$ cat config.mk
export PLATFORM = sky130hd
export DESIGN_NAME = lift_seq_53
export DESIGN_NICKNAME = d
export VERILOG_FILES = /design/src/rtl/lift_seq_53_pkg.sv /design/src/rtl/lift_alu_53.sv /design/src/rtl/lift_seq_53.sv
export SDC_FILE = /design/constraint.sdc
export NUM_CORES = 1
export LEC_CHECK = 0
export CAP_MARGIN = 20
export CORE_ASPECT_RATIO = 0.8
export CORE_MARGIN = 10
export CORE_UTILIZATION = 53
export CTS_CLUSTER_SIZE = 12
export DETAILED_ROUTE_END_ITERATION = 6
export MAX_ROUTING_LAYER = met4
export PLACE_DENSITY = 0.89
export SKIP_CTS_REPAIR_TIMING = 1
export SYNTH_ARGS = -nofsm -noshare
export SYNTH_HDL_FRONTEND = slang
export SYNTH_HIERARCHICAL = 1
export SYNTH_SLANG_ARGS = --single-unit
export TNS_END_PERCENT = 1
$ cat constraint.sdc
create_clock -name clk -period 7.4 [get_ports clk]
set_input_delay 1.48 -clock clk [delete_from_list [all_inputs] [get_ports clk]]
set_output_delay 1.48 -clock clk [all_outputs]
set_load 0.1 [all_outputs]
$ cat src/rtl/lift_seq_53_pkg.sv
// Shared constants and types for the 5/3 lifting sequencer and its ALU.
package lift_pkg;
    localparam int W     = 26;
    localparam int AW    = 7;
    localparam int ROUND = 2;

    typedef enum logic [2:0] {IDLE, S1_PRIME, S1_RUN, S2_PRIME, S2_RUN, FIN} state_e;
    typedef enum logic {PREDICT, UPDATE} stage_e;

    // Forward runs predict first; inverse runs undo-update first.
    function automatic stage_e stage_of(input state_e st, input logic fwd);
        logic first;
        first = (st == S1_PRIME) || (st == S1_RUN);
        return (first == fwd) ? PREDICT : UPDATE;
    endfunction
endpackage

$ cat src/rtl/lift_alu_53.sv
// Lifting step shared by predict and update: y = x -/+ ((a + b [+ ROUND]) >>> k).
module lift_alu_53
    import lift_pkg::*;
(
    input  logic [W-1:0] a,
    input  logic [W-1:0] b,
    input  logic [W-1:0] x,
    input  stage_e       stage,
    input  logic         fwd,
    output logic [W-1:0] y
);
    // Two guard bits keep a + b + ROUND exact even at the positive extreme.
    logic signed [W+1:0] sum;
    logic signed [W-1:0] delta;

    always_comb begin
        sum = $signed({{2{a[W-1]}}, a}) + $signed({{2{b[W-1]}}, b});
        if (stage == PREDICT) delta = W'(sum >>> 1);
        else                  delta = W'((sum + (W+2)'(ROUND)) >>> 2);
        // Forward predict and inverse update subtract; the other two add.
        if ((stage == PREDICT) == fwd) y = x - delta;
        else                           y = x + delta;
    end
endmodule

$ cat src/rtl/lift_seq_53.sv
// In-place 5/3 lifting sequencer: two stages over the even/odd RAM banks,
// two priming cycles per stage then three cycles per sample.
module lift_seq_53
    import lift_pkg::*;
(
    input  logic          clk,
    input  logic          rst_n,
    input  logic          start,
    input  logic          fwd,
    input  logic [AW:0]   n_pairs,
    output logic          busy,
    output logic          done,
    output logic [AW-1:0] pix_addr_even,
    output logic [W-1:0]  pix_din_even,
    output logic          pix_we_even,
    input  logic [W-1:0]  pix_dout_even,
    output logic [AW-1:0] pix_addr_odd,
    output logic [W-1:0]  pix_din_odd,
    output logic          pix_we_odd,
    input  logic [W-1:0]  pix_dout_odd
);
    state_e        state_q, state_n;
    stage_e        stage_q, stage_n;
    logic [1:0]    phase_q, phase_n;
    logic [AW:0]   idx_q, idx_n, idx_inc, n_q, n_last;
    logic          fwd_q, last, prime_q, run_q, run_n;
    logic [W-1:0]  e_prev, o_prev, alu_a, alu_b, alu_x, alu_y;
    logic [AW-1:0] addr_even_n, addr_odd_n;
    logic          we_even_n, we_odd_n;

    assign stage_q = stage_of(state_q, fwd_q);
    assign stage_n = stage_of(state_n, fwd_q);
    assign prime_q = (state_q == S1_PRIME) || (state_q == S2_PRIME);
    assign run_q   = (state_q == S1_RUN)   || (state_q == S2_RUN);
    assign run_n   = (state_n == S1_RUN)   || (state_n == S2_RUN);
    assign n_last  = n_q - (AW+1)'(1);
    assign last    = (idx_q == n_last);
    assign busy    = (state_q != IDLE) && (state_q != FIN);
    assign done    = (state_q == FIN);

    // NOTE: sequential state uses non-blocking assignments so every register samples pre-edge values.
    always_ff @(posedge clk or negedge rst_n) begin
        if (!rst_n) begin
            state_q <= IDLE;
            phase_q <= '0;
            idx_q   <= '0;
        end else begin
            state_q <= state_n;
            phase_q <= phase_n;
            idx_q   <= idx_n;
        end
    end

    // NOTE: every always_comb output gets a default first, so no path can infer a latch.
    always_comb begin
        state_n = state_q;
        phase_n = phase_q;
        idx_n   = idx_q;
        unique case (state_q)
            IDLE: if (start) begin
                state_n = S1_PRIME;
                phase_n = '0;
                idx_n   = '0;
            end
            S1_PRIME, S2_PRIME: begin
                if (n_q == '0) state_n = FIN;
                else if (phase_q == 2'd1) begin
                    state_n = (state_q == S1_PRIME) ? S1_RUN : S2_RUN;
                    phase_n = '0;
                end else phase_n = 2'd1;
            end
            S1_RUN, S2_RUN: begin
                if (phase_q != 2'd2) phase_n = phase_q + 2'd1;
                else begin
                    phase_n = '0;
                    if (last) begin
                        idx_n   = '0;
                        state_n = (state_q == S1_RUN) ? S2_PRIME : FIN;
                    end else idx_n = idx_q + (AW+1)'(1);
                end
            end
            FIN:     state_n = IDLE;
            default: state_n = IDLE;
        endcase
    end

    // Port values for the next cycle; even reads clamp at N-1 for the right extension.
    always_comb begin
        idx_inc     = idx_n + (AW+1)'(1);
        addr_even_n = '0;
        addr_odd_n  = '0;
        if (run_n) begin
            addr_odd_n = idx_n[AW-1:0];
            if (stage_n == UPDATE)  addr_even_n = idx_n[AW-1:0];
            else if (idx_inc < n_q) addr_even_n = idx_inc[AW-1:0];
            else                    addr_even_n = n_last[AW-1:0];
        end
        we_even_n = run_n && (phase_n == 2'd2) && (stage_n == UPDATE);
        we_odd_n  = run_n && (phase_n == 2'd2) && (stage_n == PREDICT);
    end

    always_comb begin
        alu_a = (stage_q == PREDICT) ? e_prev        : o_prev;
        alu_b = (stage_q == PREDICT) ? pix_dout_even : pix_dout_odd;
        alu_x = (stage_q == PREDICT) ? pix_dout_odd  : pix_dout_even;
    end

    lift_alu_53 u_alu (
        .a     (alu_a),
        .b     (alu_b),
        .x     (alu_x),
        .stage (stage_q),
        .fwd   (fwd_q),
        .y     (alu_y)
    );

    // NOTE: the neighbour registers are reset too; they are tiny and keep the datapath free of X after reset.
    always_ff @(posedge clk or negedge rst_n) begin
        if (!rst_n) begin
            fwd_q         <= 1'b0;
            n_q           <= '0;
            e_prev        <= '0;
            o_prev        <= '0;
            pix_addr_even <= '0;
            pix_addr_odd  <= '0;
            pix_din_even  <= '0;
            pix_din_odd   <= '0;
            pix_we_even   <= 1'b0;
            pix_we_odd    <= 1'b0;
        end else begin
            pix_addr_even <= addr_even_n;
            pix_addr_odd  <= addr_odd_n;
            pix_we_even   <= we_even_n;
            pix_we_odd    <= we_odd_n;
            if (state_q == IDLE && start) begin
                fwd_q <= fwd;
                n_q   <= n_pairs;
            end
            // Read data is valid in phase 1 of both prime and run.
            if ((prime_q || run_q) && phase_q == 2'd1) begin
                if (stage_q == PREDICT) e_prev <= pix_dout_even;
                else                    o_prev <= pix_dout_odd;
            end
            if (run_q && phase_q == 2'd1) begin
                if (stage_q == PREDICT) pix_din_odd  <= alu_y;
                else                    pix_din_even <= alu_y;
            end
        end
    end
endmodule
Yosys cells after proc, flatten, opt, wreduce, memory -nomap -nowiden
Index checks and enable logic that the tools add are counted.

Register bits: 142. Bits of input ports: 64. Output and inout port bits: 70. Word-level logic and storage cells: 88.

Add/subtract/negate cells: 8. Order comparisons: 1. Equality and inequality tests: 16. Multiplexer cells: 27. Bitwise operators: 1. Reduce and logical (&&, ||, !) cells: 22.

Operators by type and width (count): two-way mux 26 bit (5); adder 28 x 3 -> 28 bit, second input constant (1); two-way mux 7 bit (4); adder 26 x 26 -> 27 bit (1); adder 26 bit (1); subtractor 26 bit (1); two-way mux 8 bit (3); two-way mux 3 bit (7); adder 8 x 1 -> 8 bit, second input constant (2); one-hot mux 8 bit (2 select lines) (1); equality test 3 x 2 -> 1 bit, second input constant (3); equality test 3 bit, second input constant (3); one-hot mux 3 bit (3 select lines) (1); equality test 8 bit (1); logical NOT 8 bit (1); < comparator 8 bit (1); AND reduction 2 bit (4); subtractor 8 x 1 -> 8 bit, second input constant (1); logical AND 1 bit (7); equality test 3 x 1 -> 1 bit, second input constant (2); logical OR 1 bit (6); two-way mux 2 bit (3); one-hot mux 2 bit (3 select lines) (1); OR reduction 2 bit (2); other kinds (10) (13).

Depth between registers and ports, before layout
Depth in word-level cells: 10. Gate-level depth with buffers: 33. Mapped depth without buffers: 29.

By module
Netlist, hierarchy kept.

Modules (own cells, without submodules): lift_seq_53 (times used 1, cells an instance 629, area an instance 7536.0 µm², seq. area each 3553.4 µm²); lift_alu_53 (times used 1, cells an instance 710, area an instance 4797.1 µm², seq. area each 0.0 µm²).

Least setup slack after synthesis
OpenSTA, ideal clock, no wires.

Kind: register to register. Start: register state_q[0]. End: register pix_din_even[25]. Library setup time: 0.126 ns. Data arrival time: 7.248 ns. Required time: 7.274 ns. Setup slack: 0.026 ns. Stages on the path, launching flop included: 31. Path buffers: 2. Clock period less this slack: 7.374 ns. Cell sequence: dfrtp_1 -> clkbuf_1 -> nand2b_1 -> a21oi_1 -> xnor2_1 -> clkbuf_1 -> mux2_2 -> and2_1 -> fa_1 -> a211oi_2 -> o21a_1 -> xnor2_1 -> nand4_1 -> o211a_1 -> a221oi_1 -> nor4bb_1 -> and2_1 -> or4b_1 -> nand2_1 -> xor2_1 -> ha_1 -> a21o_1 -> a21oi_1 -> nand2_1 -> nor4_1 -> a21oi_1 -> a41oi_1 -> a21oi_1 -> xnor2_1 -> a32oi_1 -> mux2_2.

Longest elaborated chain between the ends: 9. Elaborated cells between the ends (all ways): 19. Classes of those cells: add/sub: 4; eq/ne: 5; mux: 5; bitwise: 1; reduce/logical: 4.

Ends and longest elaborated chain: from (decl) (line lift_seq_53.sv:22) `state_e state_q, state_n;`; from (signal assigned) (line lift_seq_53.sv:48) `state_q <= state_n;`; equality test 3 x 1 -> 1 bit / equality test 3 x 2 -> 1 bit (equally long branches) (line lift_seq_53_pkg.sv:13) `first = (st == S1_PRIME) || (st == S1_RUN);`; logical OR 1 bit * (line lift_seq_53_pkg.sv:13); equality test 1 bit * (line lift_seq_53_pkg.sv:14) `return (first == fwd) ? PREDICT : UPDATE;`; two-way mux 26 bit * (line lift_seq_53.sv:103) `alu_a = (stage_q == PREDICT) ? e_prev : o_prev;`; named net alu_a[0] (line lift_seq_53.sv:27) `logic [W-1:0] e_prev, o_prev, alu_a, alu_b, alu_x, alu_y;`; adder 26 x 26 -> 27 bit * (line lift_alu_53.sv:17) `sum = $signed({{2{a[W-1]}}, a}) + $signed({{2{b[W-1]}}, b});`; adder 28 x 3 -> 28 bit (line lift_alu_53.sv:19) `else delta = W'((sum + (W+2)'(ROUND)) >>> 2);`; two-way mux 26 bit * (line lift_alu_53.sv:18) `if (stage == PREDICT) delta = W'(sum >>> 1);`; adder 26 bit / subtractor 26 bit (equally long branches) (line lift_alu_53.sv:22, lift_alu_53.sv:21); two-way mux 26 bit * (line lift_alu_53.sv:21) `if ((stage == PREDICT) == fwd) y = x - delta;`; named net alu_y[25] (line lift_seq_53.sv:27); to (signal assigned) (line lift_seq_53.sv:146) `else pix_din_even <= alu_y;`; to (decl) (line lift_seq_53.sv:14) `output logic [W-1:0] pix_din_even,`.

Mark *: on every way through the listed nets, which the timed path passes. The rest lies on a longest branch. A chain may end at the register's enable or synchronous reset.

Final worst setup path
Start: input pix_dout_odd[10]. End: register pix_din_even[25].

Longest elaborated chain between the ends: 6. Elaborated cells between the ends (all ways): 8. Classes of those cells: add/sub: 4; mux: 4.

Ends and longest elaborated chain: from (decl) (line lift_seq_53.sv:20) `input logic [W-1:0] pix_dout_odd`; two-way mux 26 bit * (line lift_seq_53.sv:104) `alu_b = (stage_q == PREDICT) ? pix_dout_even : pix_dout_odd;`; named net alu_b[10] (line lift_seq_53.sv:27); adder 26 x 26 -> 27 bit * (line lift_alu_53.sv:17); adder 28 x 3 -> 28 bit (line lift_alu_53.sv:19); two-way mux 26 bit * (line lift_alu_53.sv:18); adder 26 bit / subtractor 26 bit (equally long branches) (line lift_alu_53.sv:22, lift_alu_53.sv:21); two-way mux 26 bit * (line lift_alu_53.sv:21); named net alu_y[25] (line lift_seq_53.sv:27).

Marks and branches as above.

==> results.tsv <==
metric	value	unit
status	finished clean	
maxCapViolations	0	
routedWlPerCell	19.61	um
intPower	1.975	mW
area_delta_synth_final	31.20	%
avgSynthCellArea	9.211	um^2
combPwrFrac	49.4	%
grt_pass1_vias	11835	
max-slew-margin-rel	31.41	%
drcViolationCount	0	
die_height	156.4	um
async_flop_share	100.0	%
syn-cell-area	0.01233	mm^2
clock_power_share	24.7	%
worst_pin_slew	1026	ps
finalMaxSlewViolations	0	
critPathSlowestCell	or4b_4	
path_max_fanout	5	
ioPinCount	134	
synth_edf_count	0	
clk-insertion-delay-late	450	ps
max_freq	137.4	MHz
finalPower	3.492	mW
arrival	7610	ps
clock_skew	10.30	ps
cts_buffers	17	
ir_drop	0.0003700	V
cp-end-kind	register	
tns	0	ps
crit_family	simple AND/OR/NAND/NOR gates	
clkTransAtPathRegs	60	ps
crit_type	input port to register	
core	0.02268	mm^2
cts_buffer_depth	2	
final_nets	1755	
grt-ovfl-total	0	
finalCritPeriodShare	98.38	%
startpoint_type	input port	
dieWidth	190.6	um
die_area	0.02981	mm^2
cp_common_cell	and3_1	
first_pass_iters	5	
drive_above_1_share	30.83	%
syn_inst	1339	
clock_sinks	142	
setup_viol	0	
grt_pass1_wl	59760	um
ys_ff_latch	142	
grt_use_total	25.14	%
swShare	43.44	%
syn_nets	1468	
drt_wl_total	38140	um
grt_max_degree	79	
path_buf_inv	3	
hold_path.class	register to register	
p_per_area	215.8	mW/mm^2
placement_rows	49	
synth_warnings	6	
pwr-share-seq	25.9	%
postRouteAntennaNets	0	
max_stage_delay	520	ps
route.vias.total	11993	
hold_viol	0	
initial_core_util	54.37	%
cts_root_buf	clkbuf_16	
synth_cell_types	103	
h-tree-depth	4	
period_needed	7280	ps
yosysSeqAreaShare	28.81	%
cts_tree	done	
routed_via_density	6.166	
dpl.hpwl	28190	um
leakagePower	7.149	nW
drt_iter0_drc	1082	
io_buffers	133	
gp_congestion	0.9426	
required	7730	ps
ys_dominant_reg_cell	dfrtp_1	
p_sw	1.517	mW
grt_antenna_before_repair	1	
-- per-layer routing --
layer	wire length (um)	global-route usage, %	vias up
met4	653	6.999	0
li1	-	-	5573
met3	3113	5.975	65
met5	0	-	-
met1	16980	32.98	5843
met2	17390	38.03	512
-- synthesized netlist by cell type (25+ instances only) --
master    number  area [um^2]
a211oi_1      25        187.7
a21oi_1       77        385.4
clkbuf_1      32        120.1
dfrtp_1      142         3553
ha_1          63        788.3
inv_1         51        191.4
mux2_2       180         2027
nand2_1       87        326.6
nand3_1       39        195.2
nor2_1        87        326.6
nor3_1        31        155.2
o21ai_0       52        260.3
xnor2_1       50        437.9
xor2_1        30        262.8
-- metrics by stage --
step	setup slack (ps)	utilization, %	std cells	area [um^2]	hold slack (ps)
finish	119.7	71.33	1945	16180	501.8
global route	-79.09	71.33	1945	16180	508.6
CTS	-349.6	69.74	1938	15820	503.8
detailed placement	-498.3	67.23	1907	15250	489.1
global placement	-269.5	67.23	1907	15250	478.5
floorplan	25.77	-	1339	12330	466.6
-- power groups by stage --
stage / Sequential (mW) / Clock [mW] / Combinational (mW)
finish: 0.905 / 0.861 / 1.73
global route: 0.914 / 0.898 / 1.83
CTS: 0.905 / 0.872 / 1.66
detailed placement: 0.917 / 0 / 1.64
global placement: 0.909 / 0 / 1.61
floorplan: 1.41 / 0 / 0.612
-- worst register-to-register path: cells and delay by family (launching register included) --
| kind | cells | cell delay [ps] |
|---|---|---|
| flip-flops | 1 | 420 |
| buffers and inverters | 4 | 560 |
| adder cells (fa/ha/maj) | 2 | 640 |
| AO/OA/AOI/OAI | 9 | 1880 |
| AND/OR/NAND/NOR | 10 | 2480 |
| multiplexers | 2 | 640 |
| XOR/XNOR | 3 | 510 |
-- registers in the layout, indices dropped and copies added, names as in the netlist, 7 cells and up --
register	flops
e_prev	26
o_prev	26
n_q	8
pix_addr_even	7
pix_din_odd	26
pix_addr_odd	7
idx_q	8
pix_din_even	26
-- final timing paths --
kind                                  start          endpoint  slack [ps]  depth (start not counted)
setup / recovery           pix_dout_odd[10]  pix_din_even[25]         120                         26
hold / removal                   o_prev[15]        o_prev[15]         500                          1
setup reg to reg                 state_q[1]  pix_din_even[25]         160                         30
hold reg to reg                  o_prev[15]        o_prev[15]         500                          1
max in group asynchronous             rst_n         o_prev[9]        4920                          2
min in group asynchronous             rst_n        o_prev[10]        1030                          1
-- logic make-up (layout without fill, tap and decap cells) --
family	after synthesis	after routing	share of synthesized area, %
AND/OR/NAND/NOR	404	404	17.58
AO/OA/AOI/OAI	331	331	19.20
multiplexers	194	194	17.63
flip-flops	142	142	28.81
buffers and inverters	122	421	4.190
XOR/XNOR	81	81	5.864
adder cells (fa/ha/maj)	65	65	6.716
other	0	1	0
-- placed cells by master (no fill, tap or decap), types with 6 or more instances in the layout --
cell / Yosys / routed
o21ai_0: 52 / 49
nand3_1: 39 / 39
a211oi_1: 25 / 21
nor4_2: 1 / 7
a21o_1: 19 / 19
a31oi_1: 10 / 10
inv_1: 51 / 50
and3_1: 18 / 18
a32oi_1: 7 / 6
mux2_1: 6 / 6
and4_1: 7 / 6
or2_2: 9 / 9
nor2_1: 87 / 85
o22ai_1: 7 / 7
nand4_1: 17 / 17
o211a_1: 7 / 7
o21a_1: 11 / 11
nor2b_1: 14 / 13
a21oi_2: 1 / 9
clkbuf_16: 0 / 17
a21oi_1: 77 / 69
o211ai_1: 10 / 10
clkdlybuf4s50_1: 0 / 130
mux2_2: 180 / 178
ha_1: 63 / 61
mux2i_1: 8 / 8
nand2_1: 87 / 87
nor3_1: 31 / 30
xnor2_1: 50 / 47
nor4_1: 15 / 9
xor2_1: 30 / 30
nand2b_1: 16 / 16
o31ai_1: 9 / 8
or3_1: 9 / 9
buf_4: 6 / 199
dfrtp_1: 142 / 142
and2_1: 17 / 15
-- layout make-up --
class,instances,area (um^2)
clock inverter,14,143.9
fill,1625,6504
inverter,53,198.9
tap,306,382.9
antenna,1,2.502
timing repair buffer,337,2914
multi-input combinational,1075,8559
sequential,142,3553
clock buffer,17,425.4
No activity file was read; power rests on OpenSTA's default activity.
